**src/rtl/mem_port_arbiter.sv**
```systemverilog
// rtl/mem_port_arbiter.sv - instruction/data arbiter for one single-port synchronous word memory
module mem_port_arbiter #(
   parameter int AW         = 30,
   parameter int DW         = 32,
   parameter int STARVE_MAX = 4
) (
   input  logic          clk,
   input  logic          rst,
   input  logic          i_req,
   input  logic [AW-1:0] i_addr,
   input  logic          i_flush,
   output logic          i_gnt,
   output logic          i_rvalid,
   output logic [DW-1:0] i_rdata,
   input  logic          d_req,
   input  logic          d_we,
   input  logic [AW-1:0] d_addr,
   input  logic [DW-1:0] d_wdata,
   output logic          d_gnt,
   output logic          d_rvalid,
   output logic [DW-1:0] d_rdata,
   output logic          m_en,
   output logic          m_we,
   output logic [AW-1:0] m_addr,
   output logic [DW-1:0] m_wdata,
   input  logic [DW-1:0] m_rdata
);

   localparam int CW = $clog2(STARVE_MAX + 1);
   localparam logic [CW-1:0] CNT_MAX = CW'(STARVE_MAX);

   typedef enum logic [1:0] {
      RSEL_NONE = 2'd0,
      RSEL_I    = 2'd1,
      RSEL_D    = 2'd2
   } rsel_t;

   rsel_t         rsel, rsel_nxt;
   logic [CW-1:0] icnt, icnt_nxt;
   logic          i_eff, starve, i_win, d_win;

   // Data wins unless the fetch side has been denied STARVE_MAX cycles in a row.
   always_comb begin
      i_eff   = i_req & ~i_flush;
      starve  = i_eff & (icnt == CNT_MAX);
      d_win   = rst & d_req & ~starve;
      i_win   = rst & i_eff & ~d_win;
      m_en    = 1'b0;
      m_we    = 1'b0;
      m_addr  = '0;
      m_wdata = '0;
      if (d_win) begin
         m_en    = 1'b1;
         m_we    = d_we;
         m_addr  = d_addr;
         m_wdata = d_wdata;
      end else if (i_win) begin
         m_en   = 1'b1;
         m_addr = i_addr;
      end
   end

   assign i_gnt = i_win;
   assign d_gnt = d_win;

   always_comb begin
      icnt_nxt = icnt;
      rsel_nxt = RSEL_NONE;
      if (i_win || !i_eff) begin
         icnt_nxt = '0;
      end else if (icnt != CNT_MAX) begin
         icnt_nxt = icnt + 1'b1;
      end
      if (i_win) begin
         rsel_nxt = RSEL_I;
      end else if (d_win && !d_we) begin
         rsel_nxt = RSEL_D;
      end
   end

   always_ff @(posedge clk) begin
      if (!rst) begin
         icnt <= '0;
         rsel <= RSEL_NONE;
      end else begin
         icnt <= icnt_nxt;
         rsel <= rsel_nxt;
      end
   end

   // A flush in the return cycle drops the fetch data that arrives then.
   assign i_rvalid = rst & (rsel == RSEL_I) & ~i_flush;
   assign d_rvalid = rst & (rsel == RSEL_D);
   assign i_rdata  = m_rdata;
   assign d_rdata  = m_rdata;

endmodule
```
**config.mk**
```make
export PLATFORM = sky130hd
export DESIGN_NAME = mem_port_arbiter
export DESIGN_NICKNAME = d
export VERILOG_FILES = /design/src/rtl/mem_port_arbiter.sv
export SDC_FILE = /design/constraint.sdc
export NUM_CORES = 1
export LEC_CHECK = 0
export BUFFER_PORTS_ARGS = -buffer_cell sky130_fd_sc_hd__buf_4
export CAP_MARGIN = 40
export CORE_AREA = 2 2 103 105
export CTS_BUF_LIST = sky130_fd_sc_hd__clkbuf_4
export CTS_CLUSTER_SIZE = 10
export DETAILED_ROUTE_END_ITERATION = 7
export DIE_AREA = 0 0 105 107
export PLACE_DENSITY = 0.57
export RECOVER_POWER = 25
export SLEW_MARGIN = 20
export SYNTH_ARGS = -nofsm -noshare
export SYNTH_HDL_FRONTEND = slang
export SYNTH_SLANG_ARGS = --single-unit
```
**constraint.sdc**
```tcl
create_clock -name clk -period 1.7 [get_ports clk]
set_clock_uncertainty 0.05 [all_clocks]
set_input_delay 0 -clock clk [delete_from_list [all_inputs] [get_ports clk]]
set_output_delay 0 -clock clk [all_outputs]
set_load 0.005 [all_outputs]
```
==> run metrics <==
WP depth=7; Placed Area=2230 um^2; total grt overflow=0; LEAKAGE=1.40 nW; number of max-cap violations=0; clk sinks=5; Die Width=105 um; syn avg cell area=roughly 8.1 um^2; Slew Limit Headroom=0.808; hold depth=3; Pre-Repair DR Iteration Count=4; synthesized area=1330 um^2; Worst Path Required=1.65 ns; Tightest Pin Transition=0.284 ns; Syn Inst Count=165; Synth top area share=0.378; main area contributors after synthesis=buf_4, and2_1, a22o_1; final hold violation count=0; final core occ=0.276; Max VDD drop=roughly 0.22 mV; slowest stage delay, CP=0.34 ns; NetSw=between 200 and 250 uW; combinational power share=0.662; Tcrit/Tclk final=0.993; Pins Over Slew Limit=0; Seq pwr share=0.147; Yosys reg bits=5; register area share after synthesis=0.0752; DR WL/cell=14.1 um; first-pass GRT wire length=8.74 mm; crit path DAT=~1.6 ns; slowest CP cell=dfxtp_2; P_int=587 uW; synth warn=0; initial drt markers=100; clock power share=0.191; DR DRC count=0; ant diodes=0; Hold Path Class=primary input to flop; CTS H-Tree Depth=1; startpoint types=flop; Worst Path Max Fanout=32; fin crit period=~1.7 ns; layout cells sized above 1=0.662; All-Layer GR Usage=0.0978; Net Sw Frac=0.290; worst path cell trace=inv_2 > ha_4 > buf_6 > a31oi_4 > buf_12 > a22o_1 > buf_4; total wire length=6.21 mm; boundary pin count=262; die area=11200 um^2; CP Class=flop to output pin; row count=37; Die H=between 100 and 150 um; vias=1682; Core Box Area=10100 um^2; clock latency on the worst-skew pair=around 0.24 ns; GPL Wtd Cong=0.723; delay-heaviest family, CP=buffers and inverters; Final Cell Area=2790 um^2; CTS tree=built; setup violators final=0; Fill cells=between 1000 and 1500; remaining antenna violation count=0; Num CTS Buffers=3; vias in the first global route=1699; port bufs=between 150 and 200; clock buffer depth=2; Initial Util=0.132; Via density=3.81; Fmax=0.593 GHz; largest net degree at the start of global routing=34; power per cell area=297 nW/um^2; area grow syn2layout=109%; TNS Setup=0 ns; fin nets=438; initial antenna violation count=0; Post-Syn Nets=just under 300; Yosys top cell by area=buf_4; HPWL after detailed placement=4.46 mm; Unique masters post-synth=22; Buf/Inv on CP=4; RSZ-0062 raised after global routing=yes; CP endpoint kind=output pin; Reg2Reg Depth=6; CTS clock-pin slew for the worst setup and hold paths=0.05 ns; status=finished, final reports clean; clock root cell=clkbuf_4
cells in the final DEF (no fill, tap or decap), types with 3 or more instances in the layout:
| cell type | instances |
|---|---|
| a22o_4 | 4 |
| clkbuf_4 | 4 |
| nor2_1 | 4 |
| buf_4 | 160 |
| and2_1 | 30 |
| dlygate4sd3_1 | 34 |
| buf_6 | 11 |
| a22o_1 | 22 |
| and2_4 | 3 |
| dfxtp_1 | 3 |
| a22o_2 | 4 |
cell usage after synthesis:
cell type,count
buf_4,67
nor2b_1,1
mux2i_1,1
and4b_1,1
nand2_2,1
a22o_2,8
buf_2,1
inv_1,3
and2_1,33
ha_1,2
nor2b_4,1
nor3_1,1
a22o_1,22
a211oi_1,1
a31oi_2,1
buf_6,6
nor2_1,4
dfxtp_1,5
nand2_1,2
a211oi_4,1
nand2b_2,1
nor4b_1,2
tightest hold or removal path, stage by stage:
cell     delay, ns
buf_4         0.12
nand2_2       0.12
nor4b_1       0.07
stage by stage:
stage	instances	hold slack (ns)	setup slack [ns]	total power [mW]
finish	441	0.0513	0.0124	0.827
global route	441	0.0559	-0.0769	0.882
CTS	440	0.0315	-0.00214	0.825
detailed placement	396	-0.0499	0.0353	0.550
global placement	396	-0.0499	0.0944	0.546
floorplan	165	-0.0160	0.350	0.369
per-layer routing:
layer | track usage | part of all wire | up-vias
li1 | - | - | 775
met1 | 0.0992 | 0.34 | 758
met2 | 0.190 | 0.55 | 141
met3 | 0.0274 | 0.10 | 8
met4 | 0.0352 | 0.0087 | 0
met5 | 0 | 0 | -
timing repair:
| item | CTS | global route |
|---|---|---|
| endpoints found under the setup margin | 36 | 57 |
| gates cloned | 3 | 0 |
| gates resized for setup | 17 | 16 |
| hold buffers | 34 | 0 |
| setup buffers | 3 | 1 |
| hold endpoints to repair | 66 | 0 |
| pin swaps | 2 | 7 |
logic make-up after synthesis:
| family | after synthesis | synth area share |
|---|---|---|
| DFF | 5 | 0.0752 |
| muxes | 1 | 0.00752 |
| AOI/OAI and AO/OA | 33 | 0.235 |
| and+or+nand+nor | 47 | 0.223 |
| adders and majority gates | 2 | 0.0188 |
| buffers and inverters | 77 | 0.441 |
power groups by stage:
stage / registers, mW / clock network [mW] / logic, mW
floorplan: 0.123 / 0 / 0.246
global placement: 0.123 / 0 / 0.423
detailed placement: 0.123 / 0 / 0.426
CTS: 0.121 / 0.171 / 0.533
global route: 0.121 / 0.173 / 0.588
finish: 0.121 / 0.158 / 0.548
layout make-up:
| class | instances | area (um^2) | share of cell area |
|---|---|---|---|
| tap | 136 | 170 | 0.0610 |
| sequential | 5 | 103 | 0.0368 |
| clock buffer | 4 | 30.0 | 0.0108 |
| multi-input combinational | 83 | 711 | 0.255 |
| timing repair buffer | 210 | 1760 | 0.632 |
| inverter | 3 | 11.3 | 0.00404 |
state kept, by name (all words and copies together), names as in the netlist:
register / count
icnt: 3
rsel: 2
final timing paths:
| path | start | end | slack (ns) |
|---|---|---|---|
| worst max-delay path | icnt[0]$_SDFFE_PP0P_ | m_addr[15] | 0.01 |
| worst min-delay path | rst | icnt[0]$_SDFFE_PP0P_ | 0.05 |
| worst max register to register | icnt[0]$_SDFFE_PP0P_ | rsel[1]$_SDFF_PP0_ | 0.34 |
| worst min register to register | icnt[0]$_SDFFE_PP0P_ | icnt[0]$_SDFFE_PP0P_ | 0.49 |
(Power assumes the default switching activity.)
